`config.mk`:
```
export PLATFORM = sky130hd
export DESIGN_NAME = uart_rx
export DESIGN_NICKNAME = d
export VERILOG_FILES = /design/src/rtl/uart_rx.sv
export SDC_FILE = /design/constraint.sdc
export NUM_CORES = 1
export LEC_CHECK = 0
export BUFFER_PORTS_ARGS = -buffer_cell sky130_fd_sc_hd__buf_2
export CAP_MARGIN = 20
export CELL_PAD_IN_SITES_DETAIL_PLACEMENT = 0
export CELL_PAD_IN_SITES_GLOBAL_PLACEMENT = 1
export CORE_UTILIZATION = 46
export DETAILED_ROUTE_END_ITERATION = 10
export PLACE_DENSITY = 0.83
export SYNTH_ARGS = -nofsm -noshare
export SYNTH_HDL_FRONTEND = slang
export SYNTH_SLANG_ARGS = --single-unit
```
`constraint.sdc`:
```
create_clock -name CLK -period 2.4 [get_ports CLK]
set_input_delay 0.24 -clock CLK [delete_from_list [all_inputs] [get_ports CLK]]
set_output_delay 0.24 -clock CLK [all_outputs]
set_load 0.01 [all_outputs]
```
`src/rtl/uart_rx.sv`:
```
// uart_rx: oversampling serial receiver, 8 data bits LSB first, optional parity, one stop bit
module uart_rx (
   input  logic       CLK,
   input  logic       RST,
   input  logic       RX_IN,
   input  logic [5:0] Prescale,
   input  logic       PAR_EN,
   input  logic       PAR_TYP,
   output logic       data_valid,
   output logic [7:0] P_DATA
);
   typedef enum logic [2:0] {IDLE, START, DATA, PARITY, STOP} state_t;
   state_t     state;
   logic [5:0] p, ec, half;
   logic       pe, pt, par_err, stp_err, vote, last, at_mid;
   logic [2:0] smp, bit_cnt;
   logic [7:0] sr;
   assign half   = {1'b0, p[5:1]};
   assign vote   = (smp[0] & smp[1]) | (smp[0] & smp[2]) | (smp[1] & smp[2]);
   assign last   = ec == p - 6'd1;
   assign at_mid = ec == half + 6'd2;
   // three samples around mid-bit feed the majority vote
   always_ff @(posedge CLK) begin
      if (RST) smp <= '0;
      else if (state != IDLE) begin
         if (ec == half - 6'd1) smp[0] <= RX_IN;
         if (ec == half) smp[1] <= RX_IN;
         if (ec == half + 6'd1) smp[2] <= RX_IN;
      end
   end
   // frame FSM; frame settings are latched at start detection and held for the whole frame
   always_ff @(posedge CLK) begin
      if (RST) begin
         state      <= IDLE;
         p          <= '0;
         ec         <= '0;
         pe         <= 1'b0;
         pt         <= 1'b0;
         bit_cnt    <= '0;
         sr         <= '0;
         par_err    <= 1'b0;
         stp_err    <= 1'b0;
         data_valid <= 1'b0;
         P_DATA     <= '0;
      end else begin
         data_valid <= 1'b0;
         ec         <= last ? 6'd0 : ec + 6'd1;
         case (state)
            IDLE: begin
               ec <= '0;
               if (!RX_IN) begin
                  state   <= START;
                  p       <= Prescale;
                  pe      <= PAR_EN;
                  pt      <= PAR_TYP;
                  bit_cnt <= '0;
                  par_err <= 1'b0;
                  stp_err <= 1'b0;
               end
            end
            START: state <= (at_mid && vote) ? IDLE : last ? DATA : START;
            DATA: if (last) begin
               sr      <= {vote, sr[7:1]};
               bit_cnt <= bit_cnt + 3'd1;
               if (bit_cnt == 3'd7) state <= pe ? PARITY : STOP;
            end
            PARITY: if (last) begin
               par_err <= vote != (pt ? ~^sr : ^sr);
               state   <= STOP;
            end
            STOP: begin
               if (at_mid) stp_err <= !vote;
               if (last) begin
                  state <= IDLE;
                  if (!par_err && !stp_err) begin
                     P_DATA     <= sr;
                     data_valid <= 1'b1;
                  end
               end
            end
            default: state <= IDLE;
         endcase
      end
   end
endmodule

```
## Word level (Yosys, flattened, before mapping)

Cells that the tools add are included.

- $add $sub $neg: 6
- Eq/ne operators: 17
- Muxes and demuxes: 19
- Bitwise gates (word level): 8
- Reductions and logical operators: 24

Operators with widths:

| operator | count |
|---|---|
| $eq A6 B6 Y1 | 4 |
| $mux W3 | 8 |
| $pmux W3 S5 | 1 |
| $ne A2 B2 Y1 const B | 6 |
| $reduce_and A3 Y1 | 4 |
| $reduce_and A2 Y1 | 5 |
| $reduce_xnor A8 Y1 | 1 |
| $reduce_xor A8 Y1 | 1 |
| $add A5 B1 Y6 const B | 1 |
| $add A5 B2 Y6 const B | 1 |
| $add A6 B1 Y6 const B | 1 |
| $eq A3 B2 Y1 const B | 2 |
| $eq A3 B3 Y1 const B | 2 |
| $eq A6 B5 Y1 | 1 |
| $pmux W3 S2 | 1 |
| $reduce_bool A2 Y1 | 3 |
| $reduce_or A3 Y1 | 2 |
| $sub A5 B1 Y6 const B | 1 |
| $sub A6 B1 Y6 const B | 1 |
| $mux W1 | 5 |
| $reduce_and A5 Y1 | 1 |
| $mux W2 | 2 |
| $pmux W1 S2 | 2 |
| $add A3 B1 Y3 const B | 1 |
| 9 further kinds | 17 |

- Flip-flop bits (word level): 42
- Bits of input ports: 11
- Output and inout bits: 9
- Logic and storage cells: 88

## Logic depth before layout (Yosys ltp)

- Word-level depth: 6
- Mapped depth: 9
- Depth with buffers taken out: 7

## Worst setup path after synthesis

No wires, ideal clock.

- Kind: register to register
- Start: reg p[2]
- End: reg bit_cnt[1]
- Setup time: 0.116 ns
- Arrival time: 2.082 ns
- Required time: 2.284 ns
- Path slack: 0.202 ns
- Stages on the path, launching flop included: 9
- Period minus slack after synthesis: 2.198 ns
- Cells stage by stage: dfxtp_1 inv_1 ha_1 a21boi_0 xnor2_1 o211ai_4 or3_1 buf_6 a41o_1

- Longest elaborated chain between the ends: 4

Ends and longest elaborated chain:

| item | line | source |
|---|---|---|
| start, declared | 14 | `logic [5:0] p, ec, half;` |
| start signal, assigned | 53 | `p <= Prescale;` |
| $sub A6 B1 Y6 | 20 | `assign last = ec == p - 6'd1;` |
| $eq A6 B6 Y1 | 20 |  |
| $ne A2 B2 Y1 (no source line) | -- |  |
| $reduce_and A3 Y1 (no source line) | -- |  |
| end signal, assigned | 64 | `bit_cnt <= bit_cnt + 3'd1;` |
| end, declared | 16 | `logic [2:0] smp, bit_cnt;` |

No other way between the ends.
A chain may end at the register's enable or synchronous reset.

## Worst setup path after layout

- Start: reg p[2]
- End: reg sr[2]

- Longest elaborated chain between the ends: 3

Ends and longest elaborated chain:

| item | line | source |
|---|---|---|
| $sub A6 B1 Y6 | 20 |  |
| $eq A6 B6 Y1 | 20 |  |
| $reduce_and A2 Y1 (no source line) | -- |  |
| end signal, assigned | 63 | `sr <= {vote, sr[7:1]};` |
| end, declared | 17 | `logic [7:0] sr;` |

No other way between the ends.

==> out/metrics.yaml <==
detailed_routing:
  avgRoutedWirePerCell_um: 14.1
  firstDrtPassIters: 4
  remaining_drc_errors: 0
  dr_total_vias: 2086
  vias_per_cell: 5.48
  drt-total-wl_um: 5390
  antenna_left: 0
  first_iter_violations: 77
outcome:
  status: "finished clean"
cts:
  path_clk_slew_ns: 0.09
  cts_hold_buffers: 0
  clockBufferDepth: 2
  cts_setup_buffers: 0
  cts-resized-gates: 0
  cts_buffers: 5
  numClockSinks: 42
  htreeDepth: 2
  worstSkewPairLatency_ns: 0.30
  cts-root-buf: "clkbuf_8"
  cts_tree: "done"
placement:
  dp_cells: 373
  io_buffers: 19
  place_ws_ns: 0.215
  dp_hpwl_um: 4020
  gp_congestion: 0.900
yosys:
  syn_nets: 303
  synth_cells: 282
  synth_top_cell_area_share: 0.339
  ys_warn_count: 0
  async_reset_ff_frac: 0
  synth_seq_cells: 42
  syn_avg_cell_area_um2: 8.80
  yosys.cell_types.count: 46
  synth_area_leaders: "dfxtp_1 (34%), mux2i_1 (7.7%), nand2_1 (7.1%)"
  yosysTopAreaCell: "dfxtp_1"
  synthFlopType: "dfxtp_1"
  syn-cell-area_mm2: 0.00248
  ys_seq_area_frac: 0.339
  synth_edf_count: 0
layout:
  multi_input_area_mm2: 0.00153
  layout.nets: 331
  instances_no_fill: 381
  areaGrowthSynthToFinish_pct: 14.1
  antenna_cells: 0
  drive_gt1_frac: 0.170
  fillers: 527
  regArea_um2: 841
floorplanning:
  placementRows: 26
  die_h_um: 75.5
  core_area_mm2: 0.00514
  die_area_mm2: 0.00569
  start_util: 0.483
  die_x_um: 75.5
  ios: 20
global_routing:
  antenna_found_initial: 0
  grt_pass1_wl_um: 8990
  grt_pass1_vias: 1842
  grt_start_max_net_pins: 23
  grtUsageTotal: 0.211
  grt.overflow.total: 0
sta:
  period_needed_ns: 2.20
  hold_viol: 0
  layout_setup_ws_ns: 0.195
  skew_ns: 0.00589
  tightest_slew_ns: 0.704
  finalSetupViolations: 0
  fin_crit_sh: 0.919
  rsz0062_at_grt: "false"
  setup_tns_ns: 0
  relSlewSlack: 0.528
  slew_violations: 0
  fmax_mhz: 454
setup_path:
  crit_required_ns: 2.59
  crit_arrival_ns: 2.40
  critPathKind: "reg -> reg"
  crit_fanout: 9
  endpoint_kind: "flip-flop"
  r2r_cells: 8
  startpoint_type: "flip-flop"
power:
  vdd_drop_max_v: 0.000520
  power_leakage_nw: 1.18
  p_per_area_mw_per_mm2: 579
run:
  maxCapViolCount: 0
hold_path:
  hold_path_class: "in -> reg"
  hold_path_depth: 3
[flip-flops by register name (all words and copies together) (netlist names)]
name,flops
state,3
stp_err,1
smp,3
sr,8
data_valid,1
P_DATA,8
p,6
ec,6
pe,1
pt,1
bit_cnt,3
par_err,1
[final cells by class]
class / count / share of cell area
clock buffer: 5 / 0.0243
tap: 70 / 0.0309
clock inverter: 3 / 0.0155
sequential: 42 / 0.297
inverter: 7 / 0.00928
timing repair buffer: 37 / 0.0813
multi-input combinational: 217 / 0.542
[cells in the final DEF (no fill, tap or decap), types with 5 or more instances in the layout]
cell type,n
a21oi_1,14
nor4_1,10
mux2i_1,19
clkbuf_8,5
inv_1,6
o21ai_0,5
ha_1,10
nand3_1,8
nor2_1,12
xor2_1,14
buf_4,18
xnor2_1,18
nand2_1,47
buf_2,19
dfxtp_1,42
[power by group]
part	switching (mW)	internal, mW
Sequential	0.0291	0.716
Clock	0.259	0.312
Combinational	0.188	0.134
Total	0.477	1.16
[Yosys cell counts, drive strengths merged, types with 2 or more instances]
cell type,count
a211o,2
a211oi,4
a21boi,2
a21oi,14
a22oi,2
a41o,2
and3,4
buf,7
clkbuf,9
dfxtp,42
ha,10
inv,6
mux2,2
mux2i,19
nand2,47
nand2b,2
nand3,8
nor2,12
nor2b,4
nor3,8
nor3b,4
nor4,10
nor4b,2
o211ai,4
o21ai,5
o32ai,2
or3,4
xnor2,18
xor2,15
[critical path: stages, from the launching register on]
cell,delay (ns)
dfxtp_1,0.33
inv_1,0.13
ha_1,0.26
a21boi_0,0.24
xnor2_1,0.21
o211ai_4,0.19
or3_1,0.43
buf_4,0.19
mux2i_1,0.12
[metrics by stage]
step | instance area, um^2 | hold slack [ns] | total power, mW | util
after global routing | 2830 | 0.172 | 1.71 | 0.551
after detailed placement | 2720 | 0.443 | 1.08 | 0.529
final | 2830 | 0.174 | 1.64 | 0.551
after floorplan | 2480 | 0.341 | 0.986 | -
after global placement | 2720 | 0.440 | 1.08 | 0.529
after CTS | 2830 | 0.164 | 1.65 | 0.551
[cells by family (layout without fill, tap and decap cells)]
kind of cell               Yosys count  after routing  synth area share
and+or+nand+nor                    109            109             0.229
AOI/OAI and AO/OA                   42             42             0.120
DFF                                 42             42             0.339
xor gates and xnor gates            34             34             0.129
buffers and inverters               23             52            0.0433
muxes                               21             21            0.0857
adders and majority gates           11             11            0.0544
[routing by layer]
metal / vias up / track usage / wire length, um
met1: 966 / 0.311 / 2800
met2: 60 / 0.313 / 2270
li1: 1053 / - / -
met5: - / 0 / 0
met4: 0 / 0.0597 / 57
met3: 7 / 0.0397 / 259
[path summary, 6_finish.rpt]
kind | start | to | slack, ns
worst max register to register | p[2] | sr[2] | 0.20
worst max-delay path | p[2] | sr[2] | 0.20
worst min register to register | P_DATA[7] | P_DATA[7] | 0.46
worst min-delay path | PAR_TYP | pt | 0.17
Note: power is estimated with default switching activity, not from simulation.
